[src/rtl/bram_stream_ctrl_if.sv]
// Stream-side bundle of bram_stream_ctrl: the fill (s_*) input stream and the
// drain (m_*) output stream, both valid/ready. The controller takes the slave
// modport; whatever feeds and drains it takes the master modport.
interface bram_stream_ctrl_if #(
    parameter int DATA_WIDTH = 8
);
    logic                  s_valid;
    logic                  s_ready;
    logic [DATA_WIDTH-1:0] s_data;
    logic                  s_last;
    logic                  m_valid;
    logic                  m_ready;
    logic [DATA_WIDTH-1:0] m_data;
    logic                  m_last;

    modport master (
        output s_valid, s_data, s_last, m_ready,
        input  s_ready, m_valid, m_data, m_last
    );

    modport slave (
        input  s_valid, s_data, s_last, m_ready,
        output s_ready, m_valid, m_data, m_last
    );
endinterface

[src/rtl/bram_stream_ctrl.sv]
// Owns the single port of a 1-cycle-latency BRAM. FILL writes an input stream to
// addresses 0.. upward; DRAIN reads the filled region back through a 2-entry
// skid FIFO so the output stream tolerates arbitrary backpressure without
// losing or repeating a beat.
module bram_stream_ctrl #(
    parameter int DATA_WIDTH = 8,
    parameter int ADDR_WIDTH = 4
) (
    input  logic                  clk,
    input  logic                  rst,
    input  logic                  fill_start,
    input  logic                  drain_start,
    bram_stream_ctrl_if.slave     strm,
    output logic                  fill_done,
    output logic                  drain_done,
    output logic                  busy,
    output logic [ADDR_WIDTH:0]   fill_count,
    output logic                  bram_write_enable,
    output logic                  bram_read_enable,
    output logic [ADDR_WIDTH-1:0] bram_address,
    output logic [DATA_WIDTH-1:0] bram_data_in,
    input  logic [DATA_WIDTH-1:0] bram_data_out
);
    localparam int DEPTH = 1 << ADDR_WIDTH;
    localparam logic [ADDR_WIDTH:0] CNT_ONE  = {{ADDR_WIDTH{1'b0}}, 1'b1};
    localparam logic [ADDR_WIDTH:0] LAST_IDX = (ADDR_WIDTH + 1)'(DEPTH - 1);

    typedef enum logic [1:0] {
        ST_IDLE  = 2'd0,
        ST_FILL  = 2'd1,
        ST_DRAIN = 2'd2
    } state_e;

    state_e                state_q, state_d;
    logic [ADDR_WIDTH:0]   wr_cnt_q, wr_cnt_d;
    logic [ADDR_WIDTH:0]   rd_addr_q, rd_addr_d;
    logic [ADDR_WIDTH:0]   fill_count_q, fill_count_d;
    logic                  fill_done_q, fill_done_d;
    logic                  drain_done_q, drain_done_d;
    // FIFO entry 0 is always the head; a pop shifts entry 1 down.
    logic [1:0]            fifo_cnt_q, fifo_cnt_d;
    logic [DATA_WIDTH-1:0] fifo_data0_q, fifo_data0_d;
    logic [DATA_WIDTH-1:0] fifo_data1_q, fifo_data1_d;
    logic                  fifo_last0_q, fifo_last0_d;
    logic                  fifo_last1_q, fifo_last1_d;
    // A read issued last cycle whose data is on bram_data_out now.
    logic                  rd_pend_q, rd_pend_d;
    logic                  rd_pend_last_q, rd_pend_last_d;

    logic                  accept_s;
    logic                  pop_s;
    logic                  issue_s;
    logic [2:0]            occ_s;

    // State and datapath registers with synchronous reset; BRAM contents are not ours to clear.
    always_ff @(posedge clk) begin
        if (rst) begin
            state_q        <= ST_IDLE;
            wr_cnt_q       <= '0;
            rd_addr_q      <= '0;
            fill_count_q   <= '0;
            fill_done_q    <= 1'b0;
            drain_done_q   <= 1'b0;
            fifo_cnt_q     <= 2'd0;
            fifo_data0_q   <= '0;
            fifo_data1_q   <= '0;
            fifo_last0_q   <= 1'b0;
            fifo_last1_q   <= 1'b0;
            rd_pend_q      <= 1'b0;
            rd_pend_last_q <= 1'b0;
        end else begin
            state_q        <= state_d;
            wr_cnt_q       <= wr_cnt_d;
            rd_addr_q      <= rd_addr_d;
            fill_count_q   <= fill_count_d;
            fill_done_q    <= fill_done_d;
            drain_done_q   <= drain_done_d;
            fifo_cnt_q     <= fifo_cnt_d;
            fifo_data0_q   <= fifo_data0_d;
            fifo_data1_q   <= fifo_data1_d;
            fifo_last0_q   <= fifo_last0_d;
            fifo_last1_q   <= fifo_last1_d;
            rd_pend_q      <= rd_pend_d;
            rd_pend_last_q <= rd_pend_last_d;
        end
    end

    // Next-state logic: handshakes, read throttling, FIFO push/pop and FSM transitions.
    always_comb begin
        state_d        = state_q;
        wr_cnt_d       = wr_cnt_q;
        rd_addr_d      = rd_addr_q;
        fill_count_d   = fill_count_q;
        fill_done_d    = 1'b0;
        drain_done_d   = 1'b0;
        fifo_cnt_d     = fifo_cnt_q;
        fifo_data0_d   = fifo_data0_q;
        fifo_data1_d   = fifo_data1_q;
        fifo_last0_d   = fifo_last0_q;
        fifo_last1_d   = fifo_last1_q;

        accept_s = (state_q == ST_FILL) && strm.s_valid;
        pop_s    = (fifo_cnt_q != 2'd0) && strm.m_ready;
        // Buffered + in-flight words after this cycle's pop; a new read must still fit in 2.
        occ_s    = {1'b0, fifo_cnt_q} + {2'b00, rd_pend_q} - {2'b00, pop_s};
        issue_s  = (state_q == ST_DRAIN) && (rd_addr_q < fill_count_q) && (occ_s < 3'd2);

        rd_pend_d      = issue_s;
        rd_pend_last_d = issue_s && (rd_addr_q == (fill_count_q - CNT_ONE));
        if (issue_s) begin
            rd_addr_d = rd_addr_q + CNT_ONE;
        end else begin
            rd_addr_d = rd_addr_q;
        end

        if (pop_s) begin
            fifo_data0_d = fifo_data1_q;
            fifo_last0_d = fifo_last1_q;
            fifo_cnt_d   = fifo_cnt_q - 2'd1;
        end else begin
            fifo_cnt_d   = fifo_cnt_q;
        end

        if (rd_pend_q) begin
            if (fifo_cnt_d == 2'd0) begin
                fifo_data0_d = bram_data_out;
                fifo_last0_d = rd_pend_last_q;
            end else begin
                fifo_data1_d = bram_data_out;
                fifo_last1_d = rd_pend_last_q;
            end
            fifo_cnt_d = fifo_cnt_d + 2'd1;
        end else begin
            fifo_cnt_d = fifo_cnt_d;
        end

        case (state_q)
            ST_IDLE: begin
                if (fill_start) begin
                    state_d  = ST_FILL;
                    wr_cnt_d = '0;
                end else if (drain_start) begin
                    state_d   = ST_DRAIN;
                    rd_addr_d = '0;
                end else begin
                    state_d = ST_IDLE;
                end
            end
            ST_FILL: begin
                if (accept_s) begin
                    wr_cnt_d = wr_cnt_q + CNT_ONE;
                    if (strm.s_last || (wr_cnt_q == LAST_IDX)) begin
                        fill_count_d = wr_cnt_q + CNT_ONE;
                        fill_done_d  = 1'b1;
                        state_d      = ST_IDLE;
                    end else begin
                        state_d = ST_FILL;
                    end
                end else begin
                    state_d = ST_FILL;
                end
            end
            ST_DRAIN: begin
                if (fill_count_q == '0) begin
                    drain_done_d = 1'b1;
                    state_d      = ST_IDLE;
                end else if (pop_s && fifo_last0_q) begin
                    drain_done_d = 1'b1;
                    state_d      = ST_IDLE;
                end else begin
                    state_d = ST_DRAIN;
                end
            end
            default: begin
                state_d = ST_IDLE;
            end
        endcase
    end

    assign strm.s_ready      = (state_q == ST_FILL);
    assign strm.m_valid      = (fifo_cnt_q != 2'd0);
    assign strm.m_data       = fifo_data0_q;
    assign strm.m_last       = (fifo_cnt_q != 2'd0) && fifo_last0_q;

    assign bram_write_enable = accept_s;
    assign bram_read_enable  = issue_s;
    assign bram_address      = accept_s ? wr_cnt_q[ADDR_WIDTH-1:0]
                             : (issue_s ? rd_addr_q[ADDR_WIDTH-1:0] : {ADDR_WIDTH{1'b0}});
    assign bram_data_in      = accept_s ? strm.s_data : {DATA_WIDTH{1'b0}};

    assign fill_done         = fill_done_q;
    assign drain_done        = drain_done_q;
    assign busy              = (state_q != ST_IDLE);
    assign fill_count        = fill_count_q;
endmodule

[src/flat_wrapper.sv]
// flat-port wrapper written by rule: the top's interface ports become plain ports
module bram_stream_ctrl_flat 
#(
    parameter int DATA_WIDTH = 8,
    parameter int ADDR_WIDTH = 4
)
  (clk, rst, fill_start, drain_start, fill_done, drain_done, busy, fill_count, bram_write_enable, bram_read_enable, bram_address, bram_data_in, bram_data_out, strm_s_valid, strm_s_data, strm_s_last, strm_m_ready, strm_s_ready, strm_m_valid, strm_m_data, strm_m_last);
  bram_stream_ctrl_if #(.DATA_WIDTH(DATA_WIDTH)) strm_i ();
  input  logic clk;
  input  logic rst;
  input  logic fill_start;
  input  logic drain_start;
  output logic fill_done;
  output logic drain_done;
  output logic busy;
  output logic [ADDR_WIDTH:0] fill_count;
  output logic bram_write_enable;
  output logic bram_read_enable;
  output logic [ADDR_WIDTH-1:0] bram_address;
  output logic [DATA_WIDTH-1:0] bram_data_in;
  input  logic [DATA_WIDTH-1:0] bram_data_out;
  input wire logic [$bits(strm_i.s_valid)-1:0] strm_s_valid;
  input wire logic [$bits(strm_i.s_data)-1:0] strm_s_data;
  input wire logic [$bits(strm_i.s_last)-1:0] strm_s_last;
  input wire logic [$bits(strm_i.m_ready)-1:0] strm_m_ready;
  output wire logic [$bits(strm_i.s_ready)-1:0] strm_s_ready;
  output wire logic [$bits(strm_i.m_valid)-1:0] strm_m_valid;
  output wire logic [$bits(strm_i.m_data)-1:0] strm_m_data;
  output wire logic [$bits(strm_i.m_last)-1:0] strm_m_last;
  assign strm_i.s_valid = strm_s_valid;
  assign strm_i.s_data = strm_s_data;
  assign strm_i.s_last = strm_s_last;
  assign strm_i.m_ready = strm_m_ready;
  assign strm_s_ready = strm_i.s_ready;
  assign strm_m_valid = strm_i.m_valid;
  assign strm_m_data = strm_i.m_data;
  assign strm_m_last = strm_i.m_last;
  bram_stream_ctrl #(.DATA_WIDTH(DATA_WIDTH), .ADDR_WIDTH(ADDR_WIDTH)) u_core (.clk(clk), .rst(rst), .fill_start(fill_start), .drain_start(drain_start), .strm(strm_i), .fill_done(fill_done), .drain_done(drain_done), .busy(busy), .fill_count(fill_count), .bram_write_enable(bram_write_enable), .bram_read_enable(bram_read_enable), .bram_address(bram_address), .bram_data_in(bram_data_in), .bram_data_out(bram_data_out));
endmodule
[config.mk]
export PLATFORM = sky130hd
export DESIGN_NAME = bram_stream_ctrl_flat
export DESIGN_NICKNAME = d
export VERILOG_FILES = /design/src/rtl/bram_stream_ctrl_if.sv /design/src/rtl/bram_stream_ctrl.sv /design/src/flat_wrapper.sv
export SDC_FILE = /design/constraint.sdc
export NUM_CORES = 1
export LEC_CHECK = 0
export BUFFER_PORTS_ARGS = -buffer_cell sky130_fd_sc_hd__buf_2
export CAP_MARGIN = 20
export CORE_MARGIN = 4
export CORE_UTILIZATION = 52
export CTS_CLUSTER_DIAMETER = 40
export DETAILED_ROUTE_END_ITERATION = 10
export PLACE_DENSITY = 0.79
export SYNTH_ARGS = -nofsm -noshare
export SYNTH_HDL_FRONTEND = slang
export SYNTH_SLANG_ARGS = --single-unit
[constraint.sdc]
create_clock -name clk -period 4.15 [get_ports clk]
set_input_delay 0.2075 -clock clk [delete_from_list [all_inputs] [get_ports clk]]
set_output_delay 0.2075 -clock clk [all_outputs]
set_load 0.005 [all_outputs]
==> results.md, run 1 <==
- Final Skew: 0.00653 ns
- Buf/Inv on CP: 5
- Yosys top cell by area: dfxtp_1
- Final Slew Violations: 0
- Required time of the critical path: between 3 and 4 ns
- CTS tree: yes
- Mapped Nets: between 200 and 300
- Routed Antenna Nets: 0
- Synth top area cells: dfxtp_1, nand2_1, ha_1
- Placed cell areas: 2380 um2
- IO buf count: between 50 and 60
- Ant. Diodes: 0
- Register area: between 800 and 900 um2
- Cell variety after synth: 44
- Reg clk slew, reported paths: ~0.080 ns
- Synth top area share: about two fifths
- Pre-Repair DR Iteration Count: 4
- Largest net degree at the start of global routing: 38
- Vias in the first global route: ~1700
- Clock root buffer master: clkbuf_8
- Crit path time final: about 3.7 ns
- Peak supply drop: 0.000287 V
- Nature of the critical path endpoint: output port
- Slowest-stage cell, CP: fa_1
- Post-synth top flop: dfxtp_1
- Multi-input logic area: roughly 1200 um2
- CP Launch Type: flop
- CP Cell Sequence: inv_1 > ha_1 > nand2b_1 > inv_1 > ha_1 > inv_1 > ha_1 > inv_1 > fa_1 > and4bb_1 > nand3_2 > nor2_2 > a22o_1 > buf_2
- Initial antenna violation count: 0
- Post-CTS Setup Inserts: 0
- Chip Height: ~70 um
- Core area: between 3000 and 4000 um2
- Initial core utilization: between 50 and 60%
- Mapped Area: approximately 2100 um2
- Final WL: roughly 4700 um
- Total power: ~0.83 mW
- Max-Cap Viols: 0
- DR iter-0 viols: around 100
- Worst Slack Setup Final: roughly 0.45 ns
- Grt total ovfl: 0
- Row cnt: 22
- Layout net count: roughly 340
- Hold WC Path Type: in2reg
- HPWL after detailed placement: between 3000 and 4000 um
- Setup_tns: 0 ns
- Post-synth top cells: nand2_1, dfxtp_1, nor2_1
- Critical path arrival: about 3.5 ns
- Fmax: 0.270 GHz
- Biggest cell delay along the critical path: about 0.50 ns
- Post-Syn Area per Cell: approximately 8 um2
- Clock buffer count from CTS: 5
- FF+latch count, synth: 41
- RSZ-0062 raised after global routing: no
- Most common cell in the synthesized netlist: nand2_1
- Full die area: 5100 um2
- Setup CP Type: reg2out
- Pre-CTS WS: around 0.77 ns
- Run status: completed
- CTS hold repair buffers: 0
- Post-cts resize count: 0
- Number of flops mapped to enable cells by yosys: 0
- P per Cell Area: around 340 nW/um2
- Static leakage: roughly 1.1 nW
- Filler instances: 318
- Global Route Usage Sum: a little under a fifth
- Slew HR: 54.4%
- Drt wl/cell: ~13 um
- Die width: roughly 71 um
- Vias per std cell: ~5.2
- Yosys warnings: 0
- Post-Syn Instances: 255
- Max H-tree Level: 2
- Via Count: 1867
- # setup viols final: 0
- WHS: 0.153 ns
- Fin crit share: about nine tenths
- CP delay by family, top: adder cells
- Clk_lat worst skew: roughly 0.3 ns
- Critical-path maximum fanout: 11
- CTS Buffer Depth: 2
- TritonCTS sink count: a little over 40
- Layout cells sized above 1: between 20% and 30%
- Sequential element share of the synthesized area: a little under 40%
- Async S/R FF share, synth: 0%
- Area grow syn2layout: 18.1%
- Final instance area: between 2000 and 2500 um2
- Final hold vios: 0
- I/O pin cnt: 56
- First-pass GRT wire length: ~7500 um
- GP Congestion: roughly 0.8
- Worst Tran Pin Value: between 0.6 and 0.7 ns
- DRC violation count after routing: 0
- Most frequent cell on the critical path: inv_1
[cell type report]
type,instances,area share (%)
clock buffer,6,2.94
clock inverter,2,0.608
inverter,16,2.43
multi-input combinational,187,46.9
sequential,41,33.2
tap,48,2.43
timing repair buffer,56,11.5
[final timing paths]
path / depth (start not counted) / from / slack, ns / endpoint
min reg2reg: 2 / u_core.fifo_data1_q[1] / 0.46 / u_core.fifo_data1_q[1]
min: 3 / bram_data_out[7] / 0.15 / u_core.fifo_data1_q[7]
max reg2reg: 13 / u_core.fifo_cnt_q[1] / 0.86 / u_core.rd_addr_q[4]
max: 14 / u_core.fifo_cnt_q[1] / 0.45 / bram_address[3]
[cell families (layout without fill, tap and decap cells)]
logic type | Yosys count | in the layout | share of synthesized area [%]
flip-flops | 41 | 41 | 39.3
adder cells (fa/ha/maj) | 14 | 14 | 8.74
buffers and inverters | 27 | 80 | 5.39
XOR/XNOR | 8 | 8 | 3.35
AND/OR/NAND/NOR | 112 | 112 | 25.4
multiplexers | 2 | 2 | 0.958
AO/OA/AOI/OAI | 51 | 51 | 16.9
[tightest hold or removal path: cells and delay by family]
kind,cells,cell delay [ns]
buffers and inverters,1,0.10
AND/OR/NAND/NOR,1,0.05
AO/OA/AOI/OAI,1,0.05
[layer usage]
layer  share of wire [%]  vias up  GRT usage, %  wire length, um
li1                    -      981             -                -
met1                  46      847          24.4             2140
met2                  48       35          29.3             2250
met3                 5.0        4          4.63              233
met4                0.94        0          5.22               44
met5                   0        -             0                0
[cell usage in the layout, fill, tap and decap left out, types with 8 or more instances in the layout]
cell,count
a21oi_1,19
ha_1,13
nand2_1,46
a311oi_1,10
buf_2,55
nor2_1,29
and2_1,8
dfxtp_1,41
inv_1,15
[report_power, final]
group          internal, mW  switching [mW]
logic                0.0694          0.0910
registers             0.404          0.0109
clock network         0.118           0.140
[registers in the layout (all words and copies together), names as in the netlist]
name and cells:
u_core.fifo_data1_q 8, u_core.rd_addr_q 5, u_core.rd_pend_q 1, u_core.fifo_last1_q 1
u_core.rd_pend_last_q 1, u_core.state_q 2, u_core.fill_count 5, u_core.strm.m_data 8
u_core.wr_cnt_q 5, u_core.fill_done 1, u_core.drain_done 1, u_core.fifo_cnt_q 2
u_core.fifo_last0_q 1
[metrics by stage]
stage	util, %	cells
3_5_place_dp	63.1	348
5_1_grt	65.5	356
3_3_place_gp	63.1	348
4_1_cts	65.5	356
2_1_floorplan	-	255
6_report	65.5	356
Power figures use the tool's default switching activity.
==> inputs of run 2 (changes only) <==
--- a/config.mk
+++ b/config.mk
@@ -8,10 +8,10 @@
 export BUFFER_PORTS_ARGS = -buffer_cell sky130_fd_sc_hd__buf_2
 export CAP_MARGIN = 20
 export CORE_MARGIN = 4
-export CORE_UTILIZATION = 52
+export CORE_UTILIZATION = 30
 export CTS_CLUSTER_DIAMETER = 40
 export DETAILED_ROUTE_END_ITERATION = 10
-export PLACE_DENSITY = 0.79
+export REMOVE_ABC_BUFFERS = 1
 export SYNTH_ARGS = -nofsm -noshare
 export SYNTH_HDL_FRONTEND = slang
 export SYNTH_SLANG_ARGS = --single-unit
==> results.md, run 2 (synthesis gave the netlist of run 1 again) <==
- Final Slew Violations: 0
- FF-to-FF path depth: 13
- Max-Cap Viols: 0
- Row cnt: 30
- Core area: ~6800 um2
- Worst Tran Pin Value: just under 0.7 ns
- RSZ-0062 raised after global routing: no
- Critical path arrival: between 3 and 4 ns
- Slew HR: between 50 and 60%
- DRC violation count after routing: 0
- TritonCTS sink count: 41
- Critical Path Stages: 14
- Pre-Repair DR Iteration Count: 4
- WHS: 0.170 ns
- Ant. Diodes: 0
- Slowest-stage cell, CP: fa_1
- Critical-path maximum fanout: 12
- DR iter-0 viols: about 70
- Peak supply drop: ~0.00015 V
- Clock buffer count from CTS: 5
- Commonest cells after routing, fill and taps aside: buf_2, nand2_1, dfxtp_1
- CTS hold repair buffers: 0
- Hold Path Cell Cnt: 3
- Grt total ovfl: 0
- Initial core utilization: a little over 30%
- Most frequent cell on the critical path: inv_1
- CTS Buffer Depth: 2
- Final Skew: 0.00553 ns
- Drt wl/cell: ~12 um
- Clock root buffer master: clkbuf_8
- Internal reg-to-reg setup slack: roughly 0.9 ns
- Largest net degree at the start of global routing: 38
- GP Congestion: around 0.76
- Crit. Startpoint: u_core.fifo_cnt_q[1]
- Die width: approximately 91 um
- Most common cell after layout, fill and taps aside: buf_2
- Initial antenna violation count: 0
- HPWL after detailed placement: 3570 um
- Setup_tns: 0 ns
- Layout net count: between 300 and 400
- Buf/Inv on CP: 5
- Post-cts resize count: 0
- Clk_lat worst skew: approximately 0.29 ns
- Global routing met2 resource utilization: 19.5%
- Via Count: 1843
- Final hold vios: 0
- Vias per std cell: about 4.6
- IO buf count: 55
- Max H-tree Level: 2
- P per Cell Area: ~350 nW/um2
- Post-CTS Setup Inserts: 0
- Routed Antenna Nets: 0
- Crit path time final: 3.66 ns
- Hold Path Origin: bram_data_out[4]
- Fin crit share: 88.2%
- Area grow syn2layout: 22.3%
- Setup CP Type: reg2out
- Reg clk slew, reported paths: about 0.08 ns
- Global Route Usage Sum: a little under an eighth
- Biggest cell delay along the critical path: around 0.50 ns
- Run status: completed
- First-pass GRT wire length: ~8300 um
- Hold WC Path Type: in2reg
- CP Launch Type: flop
- CP delay by family, top: adder cells
- CP Cell Sequence: inv_1 > ha_1 > nand2b_1 > inv_1 > ha_1 > inv_1 > ha_1 > inv_1 > fa_1 > and4bb_1 > nand3_2 > nor2_2 > a22o_1 > buf_2
- Met1 usage: between 10% and 20%
- Final core occ: a little under two fifths
- Required time of the critical path: around 3.9 ns
- Routing usage on met3: 3.81%
- Chip Height: roughly 90 um
- Vias in the first global route: roughly 1800
- CTS tree: yes
- Static leakage: roughly 1.1 nW
- Layout cells sized above 1: between 20% and 30%
- Fmax: approximately 0.27 GHz
- Hold path endpoint: u_core.fifo_data1_q[4]
- Final WL: between 4000 and 5000 um
- Nature of the critical path endpoint: output port
- Grt peak-use layer: met2
- # setup viols final: 0
- Worst r2r src: u_core.fifo_cnt_q[1]
- I/O pin cnt: 56
- Full die area: 8370 um2
- Worst R2R End: u_core.rd_addr_q[3]
-- run 2: final cells by class --
class                      count  area, um2
clock inverter                 1       30.0
inverter                      16       60.1
fill                         718       4240
timing repair buffer          56        283
multi-input combinational    187       1160
sequential                    41        821
tap                           96        120
clock buffer                   7       86.3
-- run 2: where the power goes --
part	leakage, nW	internal, mW	switching [mW]
logic	0.681	0.0684	0.0898
registers	0.331	0.404	0.0107
clock network	0.0585	0.196	0.138
-- run 2: worst max path at each step --
stage / endpoint / slack [ns]
floorplan: bram_address[0] / 1.00
global placement: bram_address[0] / 0.85
detailed placement: bram_address[3] / 0.80
CTS: bram_address[3] / 0.44
global route: bram_address[1] / 0.20
finish: bram_address[3] / 0.49
-- run 2: stage by stage --
step / worst slack [ns] / cells / total power [mW] / instance area (um2)
floorplan: 1.00 / 244 / 0.524 / 2040
global placement: 0.853 / 396 / 0.582 / 2440
detailed placement: 0.796 / 396 / 0.583 / 2440
CTS: 0.445 / 404 / 0.920 / 2560
global route: 0.205 / 404 / 0.959 / 2560
finish: 0.490 / 404 / 0.907 / 2560
-- run 2: worst reg2reg max path: cells and delay by family (launching register included) --
kind,cells,cell delay (ns)
AOI/OAI and AO/OA,1,0.15
adders and majority gates,4,1.16
buffers and inverters,4,0.46
DFF,1,0.38
and+or+nand+nor,4,1.02
-- run 2: per-layer routing --
layer	vias to the layer above	wire length, um	part of all wire [%]
li1	977	-	-
met1	807	2280	48
met2	57	2130	45
met3	2	344	7.2
met4	0	7	0.15
met5	-	0	0
==> inputs of run 3 (changes only) <==
--- a/config.mk
+++ b/config.mk
@@ -8,9 +8,10 @@
 export BUFFER_PORTS_ARGS = -buffer_cell sky130_fd_sc_hd__buf_2
 export CAP_MARGIN = 20
 export CORE_MARGIN = 4
-export CORE_UTILIZATION = 30
+export CORE_UTILIZATION = 52
 export CTS_CLUSTER_DIAMETER = 40
 export DETAILED_ROUTE_END_ITERATION = 10
+export PLACE_DENSITY = 0.79
 export REMOVE_ABC_BUFFERS = 1
 export SYNTH_ARGS = -nofsm -noshare
 export SYNTH_HDL_FRONTEND = slang
==> results.md, run 3 (synthesis gave the netlist of run 1 again) <==
- Largest net degree at the start of global routing: 38
- Pint: roughly 0.67 mW
- Post-CTS Setup Inserts: 0
- Clk pwr share: 37.0%
- Die width: a little over 70 um
- DR iter-0 viols: 126
- Pre-CTS WS: between 0.6 and 0.7 ns
- Peak supply drop: 0.000250 V
- Max H-tree Level: 2
- DRC violation count after routing: 0
- CTS Buffer Depth: 2
- TritonCTS sink count: 41
- Biggest cell delay along the critical path: ~0.5 ns
- Filler instances: about 310
- Clock root buffer master: clkbuf_8
- Critical path arrival: around 3.6 ns
- Grt total ovfl: 0
- Critical-path maximum fanout: 12
- Full die area: a little over 5000 um2
- Sw frac: a little over a quarter
- Initial core utilization: 55.4%
- Finished Layout Cells: approximately 360
- First-pass GRT wire length: 7890 um
- GP Congestion: slightly above 0.8
- Max-Cap Viols: 0
- Final WL: ~4600 um
- Slowest-stage cell, CP: fa_1
- Comb power frac: roughly 17%
- IO buf count: 55
- Fmax: 0.265 GHz
- Row cnt: 22
- Via Count: about 1900
- Sequential power share: a little under half
- Final Slew Violations: 0
- Pre-Repair DR Iteration Count: 4
- Run status: completed
- Vias in the first global route: between 1500 and 2000
- Clock buffer count from CTS: 5
- CTS tree: yes
- Core area: roughly 3800 um2
- # setup viols final: 0
- Vias per std cell: 5.38
- I/O pin cnt: 56
- Global Route Usage Sum: 19.0%
- Chip Height: just over 70 um
- Final core occ: between 60% and 70%
- Drt wl/cell: approximately 13 um
- Final Skew: between 0.009 and 0.01 ns
- Hold WC Path Type: in2reg
- Sw power: about 0.24 mW
- Worst Slack Setup Final: 0.383 ns
- Slew HR: between 50% and 60%
- Area grow syn2layout: 19.9%
- Setup CP Type: reg2out
- Reg clk slew, reported paths: about 0.09 ns
- HPWL after detailed placement: 3380 um
- CP Launch Type: flop
- Fin crit share: 90.8%
- Crit path time final: between 3 and 4 ns
- CP Cell Sequence: inv_1 > ha_1 > nand2b_1 > buf_4 > inv_1 > ha_1 > inv_1 > ha_1 > inv_1 > fa_1 > and4bb_1 > nand3_2 > nor2_4 > a22o_1 > buf_2
- Layout cells sized above 1: a little under a quarter
- Clk_lat worst skew: about 0.3 ns
- P per Cell Area: around 360 nW/um2
- Placed insts: around 350
- WHS: between 0.15 and 0.2 ns
- Most frequent cell on the critical path: inv_1
- Initial antenna violation count: 0
- Setup_tns: 0 ns
- Routed Antenna Nets: 0
- Ant. Diodes: 0
- Static leakage: 1.07 nW
- Most common cell after layout, fill and taps aside: buf_2
- Nature of the critical path endpoint: output port
- Commonest cells after routing, fill and taps aside: buf_2, nand2_1, dfxtp_1
- Worst Tran Pin Value: 0.678 ns
- Final hold vios: 0
- Layout net count: 344
- RSZ-0062 raised after global routing: no
- Required time of the critical path: ~3.9 ns
==> run 3: through the flow <==
| stage | power, mW | instance area (um2) |
|---|---|---|
| global route | 0.961 | 2510 |
| finish | 0.911 | 2510 |
| floorplan | 0.524 | 2040 |
| detailed placement | 0.581 | 2380 |
| global placement | 0.577 | 2380 |
| CTS | 0.915 | 2500 |
==> run 3: routing by layer <==
metal,GRT usage [%],part of all wire [%]
met2,29.4,46
met4,6.47,0.90
met5,0,0
met1,25.9,47
met3,4.49,6.0
==> run 3: path summary, 6_finish.rpt <==
path	from	end	slack, ns	depth (start not counted)
worst max-delay path	u_core.fifo_cnt_q[1]	bram_address[1]	0.38	15
worst min register to register	u_core.fifo_data1_q[2]	u_core.fifo_data1_q[2]	0.46	2
worst max register to register	u_core.fifo_cnt_q[1]	u_core.rd_addr_q[4]	0.68	14
worst min-delay path	bram_data_out[6]	u_core.fifo_data1_q[6]	0.15	3
==> run 3: repair_timing <==
item / CTS / global route
gates resized for setup: 0 / 1
hold buffers: 0 / 0
endpoints found under the setup margin: 0 / 4
==> run 3: power groups by stage <==
stage	Combinational [mW]	Clock, mW	Sequential, mW
6_report	0.159	0.337	0.415
5_1_grt	0.185	0.359	0.417
4_1_cts	0.158	0.342	0.415
3_5_place_dp	0.157	0	0.424
3_3_place_gp	0.153	0	0.423
2_1_floorplan	0.102	0	0.421
==> run 3: final cells by class <==
| class | instances | area [um2] | share of cell area [%] |
|---|---|---|---|
| Clock buffer | 6 | 82.6 | 3.30 |
| Clock inverter | 2 | 37.5 | 1.50 |
| Inverter | 16 | 60.1 | 2.40 |
| Multi-Input combinational cell | 187 | 1160 | 46.4 |
| Sequential cell | 41 | 821 | 32.8 |
| Tap cell | 48 | 60.1 | 2.40 |
| Timing Repair Buffer | 56 | 283 | 11.3 |
==> run 3: worst max-delay path: cells and delay by family, from the launching register on <==
| kind | cells | cell delay (ns) |
|---|---|---|
| AO/OA/AOI/OAI | 1 | 0.17 |
| adder cells (fa/ha/maj) | 4 | 1.16 |
| buffers and inverters | 6 | 0.78 |
| flip-flops | 1 | 0.39 |
| AND/OR/NAND/NOR | 4 | 0.77 |
